File: src/rtl/if_stage.sv
// if_stage: instruction-fetch stage plus IF/ID pipeline register.
// Holds the PC, drives the instruction-memory address and registers the
// fetched word for decode. A MEM-stage redirect has priority over a stall.
module if_stage #(
   parameter logic [31:0] RESET_PC = 32'h0000_0000,
   parameter logic [31:0] NOP_INST = 32'h0000_0013
) (
   input  logic        clk,
   input  logic        rst,
   output logic [31:0] imem_addr,
   input  logic [31:0] imem_rdata,
   input  logic        stall_IF,
   input  logic        redirect_MEM,
   input  logic [31:0] redirect_pc_MEM,
   output logic [31:0] IF_PC_ID,
   output logic [31:0] IF_PC4_ID,
   output logic [31:0] IF_Inst_ID,
   output logic [6:0]  IF_Op_ID,
   output logic [2:0]  IF_f3_ID,
   output logic [6:0]  IF_f7_ID,
   output logic [4:0]  IF_rs1_ID,
   output logic [4:0]  IF_rs2_ID,
   output logic [4:0]  IF_rd_ID,
   output logic        IF_valid_ID,
   output logic [31:0] fetch_cnt
);

   logic [31:0] pc_q,   pc_d;
   logic [31:0] inst_q, inst_d;
   logic [31:0] idpc_q, idpc_d;
   logic [31:0] idpc4_q, idpc4_d;
   logic        vld_q,  vld_d;
   logic [31:0] cnt_q,  cnt_d;
   logic [31:0] pc_plus4;

   // Sequential PC; the +4 wraps naturally at 2^32.
   assign pc_plus4 = pc_q + 32'd4;

   // Next-state selection: redirect squashes the wrong-path word even when
   // the hazard unit is stalling, otherwise stall freezes everything.
   always_comb begin
      pc_d    = pc_q;
      inst_d  = inst_q;
      idpc_d  = idpc_q;
      idpc4_d = idpc4_q;
      vld_d   = vld_q;
      cnt_d   = cnt_q;
      if (redirect_MEM) begin
         pc_d    = {redirect_pc_MEM[31:2], 2'b00};
         inst_d  = NOP_INST;
         idpc_d  = 32'd0;
         idpc4_d = 32'd0;
         vld_d   = 1'b0;
      end else if (!stall_IF) begin
         pc_d    = pc_plus4;
         inst_d  = imem_rdata;
         idpc_d  = pc_q;
         idpc4_d = pc_plus4;
         vld_d   = 1'b1;
         cnt_d   = cnt_q + 32'd1;
      end
   end

   // PC, IF/ID register and fetch counter with asynchronous reset.
   always_ff @(posedge clk or posedge rst) begin
      if (rst) begin
         pc_q    <= RESET_PC;
         inst_q  <= NOP_INST;
         idpc_q  <= 32'd0;
         idpc4_q <= 32'd0;
         vld_q   <= 1'b0;
         cnt_q   <= 32'd0;
      end else begin
         pc_q    <= pc_d;
         inst_q  <= inst_d;
         idpc_q  <= idpc_d;
         idpc4_q <= idpc4_d;
         vld_q   <= vld_d;
         cnt_q   <= cnt_d;
      end
   end

   // Address comes straight from the PC register: no input-to-output path.
   assign imem_addr   = pc_q;
   assign IF_PC_ID    = idpc_q;
   assign IF_PC4_ID   = idpc4_q;
   assign IF_Inst_ID  = inst_q;
   assign IF_valid_ID = vld_q;
   assign fetch_cnt   = cnt_q;

   // Field outputs are plain slices of the registered word.
   assign IF_Op_ID  = inst_q[6:0];
   assign IF_f3_ID  = inst_q[14:12];
   assign IF_f7_ID  = inst_q[31:25];
   assign IF_rs1_ID = inst_q[19:15];
   assign IF_rs2_ID = inst_q[24:20];
   assign IF_rd_ID  = inst_q[11:7];

endmodule

File: config.mk
export PLATFORM = sky130hd
export DESIGN_NAME = if_stage
export DESIGN_NICKNAME = d
export VERILOG_FILES = /design/src/rtl/if_stage.sv
export SDC_FILE = /design/constraint.sdc
export NUM_CORES = 1
export LEC_CHECK = 0
export ABC_AREA = 1
export CAP_MARGIN = 5
export CORE_ASPECT_RATIO = 2
export CORE_MARGIN = 3
export CORE_UTILIZATION = 35
export CTS_CLUSTER_DIAMETER = 200
export DETAILED_ROUTE_END_ITERATION = 6
export HOLD_SLACK_MARGIN = 0.03
export PLACE_DENSITY = 0.62
export SYNTH_ARGS = -nofsm -noshare
export SYNTH_HDL_FRONTEND = slang
export SYNTH_SLANG_ARGS = --single-unit
File: constraint.sdc
create_clock -name clk -period 9.65 [get_ports clk]
set_input_delay 1.93 -clock clk [delete_from_list [all_inputs] [get_ports clk]]
set_output_delay 1.93 -clock clk [all_outputs]
set_load 0.03 [all_outputs]
; ---- After elaboration in Yosys (flattened, before gate mapping)
; Index checks and enable logic that the tools add are counted.
[totals]
regBits = 161
elab_cells = 21
out_inout_bits = 193
in_bits = 68
[op_classes]
addsub = 2
bitwise = 2
n_mux = 9
eq_ne = 1
reduce_logical = 1
[op_table]
columns = operator, n
row1 = $mux 32, 7
row2 = $add 32x1->32 const B, 1
row3 = $add 32x3->32 const B, 1
row4 = $mux 1, 2
row5 = $ne 2x1->1 const B, 1
row6 = $not 1->1, 2
row7 = $reduce_and 2->1, 1

; ---- Logic depth before layout (Yosys ltp)
[depth]
depth_word = 3
depth_mapped = 10
ltp_nobuf = 10

; ---- Worst setup path before layout
; OpenSTA, ideal clock, no wires.
[synth_path]
path_type = input-to-reg
startpoint = input redirect_MEM
endpoint = register cnt_q[28], in the netlist fetch_cnt[28]
t_required_ns = 9.529
arrival_time_ns = 2.818
path_stages = 9
setup_ns = 0.121
setup_slack_ns = 6.711
cell_sequence = buf_6 > clkinv_2 > nand2_4 > nor2_8 > nand2_4 > nor2_8 > nand2_4 > o21ai_1 > nand2_1
[synth_between]
elab_chain_cells = 2
[synth_rtl]
columns = item, line
row1 = start: declaration, 13  ; input logic redirect_MEM,
row2 = $not 1->1 (no line), --
row3 = $reduce_and 2->1 (no line), --
row4 = end signal: assignment, 79  ; cnt_q <= cnt_d;
row5 = end: declaration, 33  ; logic [31:0] cnt_q, cnt_d;
; Every way passes these cells.
; A chain may end at the register's enable or synchronous reset.

; ---- Worst setup path in the final report
[layout_path]
startpoint = input redirect_MEM
endpoint = register cnt_q[17], in the netlist fetch_cnt[17]
; The elaborated chain is that of the path after synthesis.

==> reports/qor.yml <==
global_route:
  grt_max_degree: 96
  antenna_found_initial: 1
  globalRouteOverflowTotal: 0
  grt_pass1_vias: 6698
  grt_usage_pct: 21.5
  grt_pass1_wl_mm: 37.5
cts:
  cts-htree-levels: 4
  cts.sinks: 156
  tritoncts: "yes"
  clk_latency_ps: 420
  hold_buffers: 0
  clk_pin_slew_worst_paths_ps: 60
  clockRootBuffer: "clkbuf_16"
  ctsResizeCount: 0
  cts_setup_buffers: 0
  cts_buffer_depth: 2
  cts_buffers: 17
worst_setup_path:
  path_class: "in -> reg"
  slowest_delay_ps: 620
  cp_cell_sequence: "buf_2, nor2_4, buf_4, nand3_1, nor2_1, nand3_1, o21ai_0, nand2_1"
  crit_slowest_cell: "buf_4"
  r2r-end: "IF_PC4_ID[20]"
  endpoint_kind: "register"
  startpoint_type: "input pin"
  cpMostUsedCell: "nand3_1"
  regToRegSetupSlack_ps: 7910
  crit_family: "buffers and inverters"
  path_buf_inv: 2
  arrival_ps: 4120
  worstPathRequired_ps: 9960
  cp.depth: 8
  ff2ff_path_depth: 10
  r2r-start: "imem_addr[2]"
  critical_path.max_fanout: 62
  crit_end: "fetch_cnt[17]"
  crit_path_start: "redirect_MEM"
drt:
  first_pass_iters: 4
  vias: 6589
  wl_mm: 24.6
  routedWlPerCell_um: 17.8
  drt-vias-per-instance: 4.76
  drt-initial-drc-count: 280
  drtAntennaViolNets: 0
  drc_errors: 0
synthesis:
  ys.flop_type: "dfrtp_1"
  synth_edf_count: 0
  ys_top_cells_by_count: "nand2_1, dfrtp_1, inv_1"
  ys_seq_area_share_pct: 52.3
  syn_avg_cell_area_um2: 8.43
  yosys_register_bits: 156
  yosys-top-cells-area: "dfrtp_1, nand2_1, inv_1"
  syn_area_um2: 7470
  ys_async_sr_fraction_pct: 100
  yosysUniqueCellTypes: 36
  synth_top_area_share_pct: 51.2
  yosysWarnings: 0
  yosysTopAreaCell: "dfrtp_1"
  yosysMostFrequentCell: "nand2_1"
  synth_cells: 887
sta:
  grt_setup_unrepaired: "false"
  period_minus_slack_ps: 3810
  tightest_slew_ps: 908
  fmaxAchievable_ghz: 0.262
  hold_viol: 0
  slew_viol_final: 0
  slew_headroom_pct: 39.5
  clock_skew_ps: 7.74
  period_share_pct: 39.5
  setup_viol: 0
  tns_ps: 0
floorplan:
  initial_core_util_pct: 35.6
  io-pin-count: 261
  die_y_um: 213
  die_w_um: 109
  dieArea_um2: 23200
  core_area_um2: 21000
  rows: 75
outcome:
  outcome: "complete, no violations"
cells_and_area:
  nNetsFinal: 1173
  n_fill_cell: 2018
  multi_input_area_um2: 2830
  area_delta_synth_final_pct: 41.7
  drive_gt1_share_pct: 5.66
  register_area_um2: 3910
power:
  irDropWorstVdd_v: 0.000115
  p_per_area_nw_per_um2: 173
  power_w: 0.00183
  p_leak_nw: 4.94
job:
  maxCapViolCount: 0
placement:
  portBuffers: 256
  routabilityCongestion: 0.867
  dpl.hpwl_mm: 17.9
worst_hold_path:
  hp-class: "reg -> reg"
metrics by stage:
step	hold WS (ps)	cells	instance area, um^2	utilization (%)	setup WS, ps
detailed placement	464	1353	10000	47.6	5340
floorplan	597	888	7480	-	3520
CTS	480	1383	10600	50.4	5810
finish	476	1385	10600	50.4	5840
global placement	464	1353	10000	47.6	5330
global route	498	1384	10600	50.4	5680
sequential cells by signal (all words and copies together), names as in the netlist:
name,count
fetch_cnt,32
IF_PC4_ID,30
IF_PC_ID,31
IF_valid_ID,1
imem_addr,30
IF_Inst_ID,32
cell families after synthesis:
kind of cell               share of synthesized area, %
other                                            0.0502
buffers and inverters                              9.98
DFF                                                52.3
xor gates and xnor gates                           2.58
AOI/OAI and AO/OA                                  9.22
adders and majority gates                         0.335
and+or+nand+nor                                    25.5
worst register-to-register path: cells and delay by family, from the launching register on:
kind	cells	cell delay (ps)
flip-flops	1	430
AND/OR/NAND/NOR	9	1010
adder cells (fa/ha/maj)	1	190
final cells by class:
| class | instances | area share, % |
|---|---|---|
| antenna | 2 | 0.0473 |
| clock buffer | 24 | 4.64 |
| clock inverter | 6 | 0.815 |
| inverter | 91 | 3.28 |
| multi-input combinational | 577 | 26.7 |
| sequential | 156 | 36.9 |
| tap | 269 | 3.18 |
| timing repair buffer | 260 | 24.4 |
cells in the final DEF, fill, tap and decap left out, types with 2 or more instances in the layout:
master	count
clkinv_2	3
nor3_1	2
nand2_4	4
conb_1	2
clkbuf_1	3
dfstp_2	3
a22o_1	33
nand4_1	8
nor2_1	60
and2_1	2
o211ai_1	5
nor2_4	6
o21ai_1	31
inv_2	3
o21ai_0	28
xnor2_1	7
o22a_1	3
ha_1	2
inv_1	85
buf_4	4
nand3_1	53
nand3b_1	5
a21oi_1	7
diode_2	2
clkdlybuf4s50_1	255
clkbuf_8	4
nor2_8	2
nor2_2	8
dfrtp_1	153
clkbuf_16	17
nand2_1	290
xor2_1	15
bufinv_16	2
metal layers:
metal	share of wire [%]	GRT usage (%)
met3	3.5	3.81
met2	56	39.6
met5	0	0
met1	37	23.0
met4	3.8	10.5
worst min-delay path by stage:
| stage | from | endpoint | cells past startpoint |
|---|---|---|---|
| 6_report | IF_valid_ID | IF_valid_ID | 2 |
| 2_1_floorplan | IF_Inst_ID[0] | IF_Inst_ID[0] | 1 |
| 3_3_place_gp | IF_PC4_ID[3] | IF_PC4_ID[3] | 2 |
| 4_1_cts | IF_PC4_ID[2] | IF_PC4_ID[2] | 2 |
| 3_5_place_dp | IF_PC4_ID[8] | IF_PC4_ID[8] | 2 |
| 5_1_grt | IF_PC4_ID[8] | IF_PC4_ID[8] | 2 |
report_power, final:
part           internal [W]  switching, W  leakage (nW)  total [W]
clock network      0.000405      0.000262         0.282   0.000668
registers          0.000705     0.0000574          2.03   0.000763
logic              0.000158      0.000239          2.64   0.000397
Note: power is estimated with default switching activity, not from simulation.
